$ cat src/rtl/adxl362_spi_responder.sv
// adxl362_spi_responder: SPI mode-0 slave answering the ADXL362 command set
// (0x0A register write, 0x0B register read, address byte, streamed data).
// Acceleration samples arrive on parallel inputs; POWER_CTL drives measure_en_o.
// Optional build macro ADXL362_SHADOW_SNAPSHOT_EN: data registers are copied to
// shadows at cs falling edge so burst reads of 0x0E..0x13 are coherent.
module adxl362_spi_responder #(
  parameter int unsigned p_sync_stages = 2,
  parameter logic [7:0]  p_devid_ad    = 8'hAD,
  parameter logic [7:0]  p_devid_mst   = 8'h1D,
  parameter logic [7:0]  p_partid      = 8'hF2
) (
  input  logic        clk_i,
  input  logic        rst_i,
  input  logic        cs_i,
  input  logic        sclk_i,
  input  logic        mosi_i,
  output logic        miso_o,
  input  logic [15:0] ax_i,
  input  logic [15:0] ay_i,
  input  logic [15:0] az_i,
  input  logic        sample_load_i,
  output logic        measure_en_o,
  output logic        reg_wr_o,
  output logic [5:0]  reg_addr_o,
  output logic [7:0]  reg_wdata_o
);

  typedef enum logic [2:0] {
    S_IDLE   = 3'd0,
    S_CMD    = 3'd1,
    S_ADDR   = 3'd2,
    S_RD     = 3'd3,
    S_WR     = 3'd4,
    S_IGNORE = 3'd5
  } state_t;

  localparam logic [5:0] c_addr_status = 6'h0B;
  localparam logic [5:0] c_addr_zh     = 6'h13;
  localparam logic [5:0] c_addr_power  = 6'h2D;

  // Synchronizer chains; cs resets low so a frame already in progress at
  // reset release produces no falling edge and is ignored until cs rises.
  logic [p_sync_stages-1:0] r_cs_sync, r_sclk_sync, r_mosi_sync;
  logic r_cs_d, r_sclk_d;

  state_t      r_state;
  logic [2:0]  r_bit_cnt;
  logic [7:0]  r_rx;
  logic [7:0]  r_tx;
  logic [5:0]  r_addr;
  logic        r_is_wr;
  logic        r_miso;
  logic [7:0]  r_power_ctl;
  logic        r_measure_en;
  logic        r_reg_wr;
  logic [5:0]  r_reg_addr;
  logic [7:0]  r_reg_wdata;
  logic [15:0] r_xdata, r_ydata, r_zdata;
  logic        r_data_ready;

  logic        w_cs_s, w_sclk_s, w_mosi_s;
  logic        w_cs_fall, w_cs_rise, w_sclk_fall, w_sclk_rise;
  logic [7:0]  w_rx_next;
  logic [7:0]  w_rd_data;
  logic        w_rd_load;
  logic [15:0] w_xrd, w_yrd, w_zrd;

  assign w_cs_s      = r_cs_sync[p_sync_stages-1];
  assign w_sclk_s    = r_sclk_sync[p_sync_stages-1];
  assign w_mosi_s    = r_mosi_sync[p_sync_stages-1];
  assign w_cs_fall   = r_cs_d & ~w_cs_s;
  assign w_cs_rise   = ~r_cs_d & w_cs_s;
  assign w_sclk_rise = ~r_sclk_d & w_sclk_s;
  assign w_sclk_fall = r_sclk_d & ~w_sclk_s;
  assign w_rx_next   = {r_rx[6:0], w_mosi_s};
  // A read byte is loaded on the first falling edge of each byte slot.
  assign w_rd_load   = (r_state == S_RD) && !w_cs_rise && w_sclk_fall && (r_bit_cnt == 3'd0);

  // Bring cs/sclk/mosi into clk_i domain and keep a delayed copy for edges.
  always_ff @(posedge clk_i) begin
    if (rst_i) begin
      r_cs_sync   <= {p_sync_stages{1'b0}};
      r_sclk_sync <= {p_sync_stages{1'b0}};
      r_mosi_sync <= {p_sync_stages{1'b0}};
      r_cs_d      <= 1'b0;
      r_sclk_d    <= 1'b0;
    end else begin
      r_cs_sync   <= {r_cs_sync[p_sync_stages-2:0], cs_i};
      r_sclk_sync <= {r_sclk_sync[p_sync_stages-2:0], sclk_i};
      r_mosi_sync <= {r_mosi_sync[p_sync_stages-2:0], mosi_i};
      r_cs_d      <= w_cs_s;
      r_sclk_d    <= w_sclk_s;
    end
  end

  // Sample registers and DATA_READY; a set in the same cycle as a clear wins.
  always_ff @(posedge clk_i) begin
    if (rst_i) begin
      r_xdata      <= 16'h0000;
      r_ydata      <= 16'h0000;
      r_zdata      <= 16'h0000;
      r_data_ready <= 1'b0;
    end else begin
      if (sample_load_i) begin
        r_xdata <= ax_i;
        r_ydata <= ay_i;
        r_zdata <= az_i;
      end
      if (sample_load_i && r_measure_en) begin
        r_data_ready <= 1'b1;
      end else if (w_rd_load && (r_addr == c_addr_zh)) begin
        r_data_ready <= 1'b0;
      end
    end
  end

`ifdef ADXL362_SHADOW_SNAPSHOT_EN
  logic [15:0] r_xshadow, r_yshadow, r_zshadow;

  // Freeze the sample set at frame start so a burst read cannot tear.
  always_ff @(posedge clk_i) begin
    if (rst_i) begin
      r_xshadow <= 16'h0000;
      r_yshadow <= 16'h0000;
      r_zshadow <= 16'h0000;
    end else if (w_cs_fall) begin
      r_xshadow <= r_xdata;
      r_yshadow <= r_ydata;
      r_zshadow <= r_zdata;
    end
  end

  assign w_xrd = r_xshadow;
  assign w_yrd = r_yshadow;
  assign w_zrd = r_zshadow;
`else
  assign w_xrd = r_xdata;
  assign w_yrd = r_ydata;
  assign w_zrd = r_zdata;
`endif

  // Register map read multiplexer addressed by the current auto-increment pointer.
  always_comb begin
    w_rd_data = 8'h00;
    case (r_addr)
      6'h00:         w_rd_data = p_devid_ad;
      6'h01:         w_rd_data = p_devid_mst;
      6'h02:         w_rd_data = p_partid;
      c_addr_status: w_rd_data = {7'd0, r_data_ready};
      6'h0E:         w_rd_data = w_xrd[7:0];
      6'h0F:         w_rd_data = w_xrd[15:8];
      6'h10:         w_rd_data = w_yrd[7:0];
      6'h11:         w_rd_data = w_yrd[15:8];
      6'h12:         w_rd_data = w_zrd[7:0];
      6'h13:         w_rd_data = w_zrd[15:8];
      c_addr_power:  w_rd_data = r_power_ctl;
      default:       w_rd_data = 8'h00;
    endcase
  end

  // Frame FSM: command, address, then streamed read or write bytes.
  always_ff @(posedge clk_i) begin
    if (rst_i) begin
      r_state      <= S_IDLE;
      r_bit_cnt    <= 3'd0;
      r_rx         <= 8'h00;
      r_tx         <= 8'h00;
      r_addr       <= 6'h00;
      r_is_wr      <= 1'b0;
      r_miso       <= 1'b0;
      r_power_ctl  <= 8'h00;
      r_measure_en <= 1'b0;
      r_reg_wr     <= 1'b0;
      r_reg_addr   <= 6'h00;
      r_reg_wdata  <= 8'h00;
    end else begin
      r_reg_wr     <= 1'b0;
      r_measure_en <= (r_power_ctl[1:0] == 2'b10);
      if (w_cs_rise) begin
        r_state   <= S_IDLE;
        r_bit_cnt <= 3'd0;
        r_miso    <= 1'b0;
      end else begin
        case (r_state)
          S_IDLE: begin
            r_miso <= 1'b0;
            if (w_cs_fall) begin
              r_state   <= S_CMD;
              r_bit_cnt <= 3'd0;
            end
          end
          S_CMD: begin
            r_miso <= 1'b0;
            if (w_sclk_rise) begin
              r_rx      <= w_rx_next;
              r_bit_cnt <= r_bit_cnt + 3'd1;
              if (r_bit_cnt == 3'd7) begin
                if (w_rx_next == 8'h0B) begin
                  r_is_wr <= 1'b0;
                  r_state <= S_ADDR;
                end else if (w_rx_next == 8'h0A) begin
                  r_is_wr <= 1'b1;
                  r_state <= S_ADDR;
                end else begin
                  r_state <= S_IGNORE;
                end
              end
            end
          end
          S_ADDR: begin
            r_miso <= 1'b0;
            if (w_sclk_rise) begin
              r_rx      <= w_rx_next;
              r_bit_cnt <= r_bit_cnt + 3'd1;
              if (r_bit_cnt == 3'd7) begin
                r_addr  <= w_rx_next[5:0];
                r_state <= r_is_wr ? S_WR : S_RD;
              end
            end
          end
          S_RD: begin
            if (w_sclk_rise) begin
              r_bit_cnt <= r_bit_cnt + 3'd1;
            end else if (w_rd_load) begin
              r_tx   <= w_rd_data;
              r_miso <= w_rd_data[7];
              r_addr <= r_addr + 6'd1;
            end else if (w_sclk_fall) begin
              r_tx   <= {r_tx[6:0], 1'b0};
              r_miso <= r_tx[6];
            end
          end
          S_WR: begin
            r_miso <= 1'b0;
            if (w_sclk_rise) begin
              r_rx      <= w_rx_next;
              r_bit_cnt <= r_bit_cnt + 3'd1;
              if (r_bit_cnt == 3'd7) begin
                if (r_addr == c_addr_power) begin
                  r_power_ctl <= w_rx_next;
                  r_reg_wr    <= 1'b1;
                  r_reg_addr  <= r_addr;
                  r_reg_wdata <= w_rx_next;
                end
                r_addr <= r_addr + 6'd1;
              end
            end
          end
          S_IGNORE: begin
            r_miso <= 1'b0;
          end
          default: begin
            r_state <= S_IDLE;
            r_miso  <= 1'b0;
          end
        endcase
      end
    end
  end

  assign miso_o       = r_miso;
  assign measure_en_o = r_measure_en;
  assign reg_wr_o     = r_reg_wr;
  assign reg_addr_o   = r_reg_addr;
  assign reg_wdata_o  = r_reg_wdata;

endmodule

$ cat config.mk
export PLATFORM = sky130hd
export DESIGN_NAME = adxl362_spi_responder
export DESIGN_NICKNAME = d
export VERILOG_FILES = /design/src/rtl/adxl362_spi_responder.sv
export SDC_FILE = /design/constraint.sdc
export NUM_CORES = 1
export LEC_CHECK = 0
export ABC_AREA = 0
export BUFFER_PORTS_ARGS = -buffer_cell sky130_fd_sc_hd__buf_4
export CAP_MARGIN = 20
export CORE_AREA = 2 2 111 113
export CTS_BUF_LIST = sky130_fd_sc_hd__clkbuf_4
export CTS_CLUSTER_SIZE = 10
export DETAILED_ROUTE_END_ITERATION = 8
export DIE_AREA = 0 0 113 115
export GPL_TIMING_DRIVEN = 0
export PLACE_DENSITY = 0.58
export SYNTH_ARGS = -nofsm -noshare
export SYNTH_HDL_FRONTEND = slang
export SYNTH_SLANG_ARGS = --single-unit
$ cat constraint.sdc
create_clock -name clk_i -period 2.4 [get_ports clk_i]
set_input_delay 0.36 -clock clk_i [delete_from_list [all_inputs] [get_ports clk_i]]
set_output_delay 0.36 -clock clk_i [all_outputs]
set_load 0.1 [all_outputs]
==> results.md <==
- Run status: complete, but fails checks
- Failing checks: DRC
- Gr ovfl total: 0
- Rel. slew slack: 44.9%
- Startpoint type of the worst setup path: flip-flop
- Synth top area share: 44.0%
- Largest net degree at the start of global routing: 18
- Setup crit end kind: flip-flop
- Fin. Hold Viols: 0
- Critical path type: flip-flop to flip-flop
- CORE AREA: 11800 um^2
- Yosys reg bits: 101
- Post-synth EDFFs: 0
- Yosys cell types: 59
- Final setup vio count: 0
- WL final: between 10000 and 15000 um
- Fraction of registers with async set/reset: 0%
- Syn Area/Cell: 8.90 um^2
- Synth Area in Compound Gates: 15.6%
- Yosys warning total: 0
- Via count: 4090
- Diodes inserted: 0
- I/O Buffers: between 60 and 70
- Register area share after synthesis: about 44%
- Clk Latency, worst-skew pair: roughly 0.47 ns
- Hold Slack: 0.0999 ns
- Initial Utilization: 38.9%
- Synth area leaders: dfxtp_1 (44%), mux2i_1 (13%), nor2_1 (7.1%)
- Setup Fix Bufs, Post-CTS: 0
- CTS Buffer Depth: 2
- First-pass GRT wire length: 20900 um
- Crit path time final: between 2 and 2.5 ns
- Post-Synth Adder-Cell Area: 1.90%
- Most common cell in the synthesized netlist: dfxtp_1
- Synthesized area: 4600 um^2
- Iter 0 DRT Violations: 257
- Fillers: around 1.2k
- Fin. max-slew vios: 0
- Clk_skew: 0.00994 ns
- Power per cell area: 524 nW/um^2
- Clock Tree Root: clkbuf_4
- Total power: about 2900 uW
- Cells after Synth: 517
- Max VDD drop: 0.408 mV
- Initial antenna violation count: 0
- Pre-antenna DRT Iters: 7
- GRT Total Usage: 20.6%
- Leakage: about 0.0022 uW
- Worst-Margin Slew: 0.827 ns
- Vias per inst: around 5.5
- Std cell rows: 40
- Clock slew at reported path FFs: about 0.16 ns
- Syn_nets: approximately 580
- Share of cells above drive strength 1: a little under a fifth
- Final RePlAce weighted congestion: around 0.89
- CTS tree: done
- CP max FO: 10
- Hold/Removal Path Class: primary input to flip-flop
- P&R area growth vs syn: 18.3%
- Fin cells: 747
- Die area: 13000 um^2
- Fmax: 0.432 GHz
- DR WL/cell: 17.6 um
- DRT antenna net count: 0
- DP Cell Count: 732
- Xor-xnor portion of the synthesized cell area: 0.190%
- CTS Sinks: 101
- IO Pins: 71
- Unrepaired setup endpoints after global routing: false
- Vias in the first global route: around 4.0k
- Num CTS Buffers: 9
- Main combinational cell family by area after synthesis: simple AND/OR/NAND/NOR gates
- Post-layout nets: 656
- Detail Placement HPWL: 9840 um
- Remaining DRCs: 1
- Total Neg Setup Slack: 0 ns
- Worst EP arrival: roughly 2.7 ns
- Post-synth top flop: dfxtp_1
- Post-synthesis mux area share: 13.3%
- Max-cap violation count: 0
- Final period utilization: ~96%
- Synth area leader: dfxtp_1
- Die width: 113 um
- Die span in y: 115 um
- Synth Area in Simple Gates: 20.8%
- Worst EP required: 2.76 ns
- Htree depth: 3
- Commonest cells in the netlist: dfxtp_1 (101), nor2_1 (87), mux2i_1 (60)
==> registers in the layout, summed over array words and instances (netlist names), 2 cells and up <==
register	cells
reg_wdata_o	8
r_addr	6
r_cs_sync	2
r_tx	7
r_rx	7
r_zdata	16
r_state	3
r_bit_cnt	3
r_sclk_sync	2
r_mosi_sync	2
reg_addr_o	6
r_ydata	16
r_xdata	16
==> layout by cell type, fill, tap and decap left out, types with 3 or more instances in the layout <==
cell and count:
buf_2 9, a221oi_1 9, inv_1 7, a2111oi_2 4
o22ai_1 6, nand3_1 8, nor2_1 87, and3_1 4
clkbuf_4 9, nand4_1 4, dfxtp_1 99, nor3b_1 5
ha_1 7, o21ai_1 3, nand2b_1 10, a22oi_1 12
nand3b_1 5, a211oi_1 4, mux2i_1 60, buf_4 68
a21oi_1 27, nor3_1 9, clkbuf_2 4, nor2b_1 12
a222oi_1 3, o21ai_0 13, nand2_1 36, clkbuf_1 16
buf_1 8
==> critical path, cell delays in order (launching register included) <==
cell and delay (ns):
dfxtp_2 0.44, inv_1 0.10, ha_1 0.29, clkbuf_2 0.25, a22oi_1 0.30, a21oi_1 0.11
a221oi_1 0.41, a41o_1 0.24, a311oi_1 0.05
==> power by group <==
group | total (uW) | switching (uW) | internal (uW)
logic | 271 | 135 | 135
registers | 1770 | 35.3 | 1730
clock network | 812 | 592 | 219
==> cell families after synthesis <==
logic type,Yosys count
simple gates,197
compound gates,104
flops,101
mux,61
buf+inv,46
fa+ha+maj,7
xor+xnor,1
==> per-stage QoR <==
step / util, % / worst slack [ns] / instance area (um^2)
after CTS: 45.9 / 0.000210 / 5420
after global routing: 46.0 / 0.00658 / 5440
after floorplan: - / 0.472 / 4600
after global placement: 44.8 / -0.350 / 5290
final: 46.0 / 0.0878 / 5440
after detailed placement: 44.8 / -0.299 / 5290
==> worst paths after layout <==
check | startpoint | cells after the start | slack, ns | to
min | cs_i | 2 | 0.1 | r_cs_sync[0]
max reg2reg | r_addr[0] | 8 | 0.09 | r_tx[2]
max | r_addr[0] | 8 | 0.09 | r_tx[2]
min reg2reg | r_sclk_sync[0] | 1 | 0.46 | r_sclk_sync[1]
==> cell type report <==
type	count	area (um^2)	area share (%)
Clock buffer	9	67.6	1.24
Inverter	7	26.3	0.483
Multi-Input combinational cell	370	2410	44.3
Sequential cell	101	2020	37.2
Buffer	38	166	3.06
Clock inverter	7	50.0	0.920
Timing Repair Buffer	68	510	9.39
Tap cell	147	184	3.38
==> metal layers <==
metal / vias to the layer above / GRT usage (%) / wire length [um]
li1: 2004 / - / -
met1: 1944 / 25.1 / 5750
met2: 121 / 35.8 / 6380
met3: 21 / 4.69 / 653
met4: 0 / 7.24 / 331
met5: - / 0 / 0
==> repair_timing <==
item                                    in CTS  in global routing
hold buffers                                 0                  0
gates cloned                                 0                  0
endpoints found under the setup margin       7                 16
gates resized for setup                      6                 10
pin swaps                                    1                  1
Power figures use the tool's default switching activity.
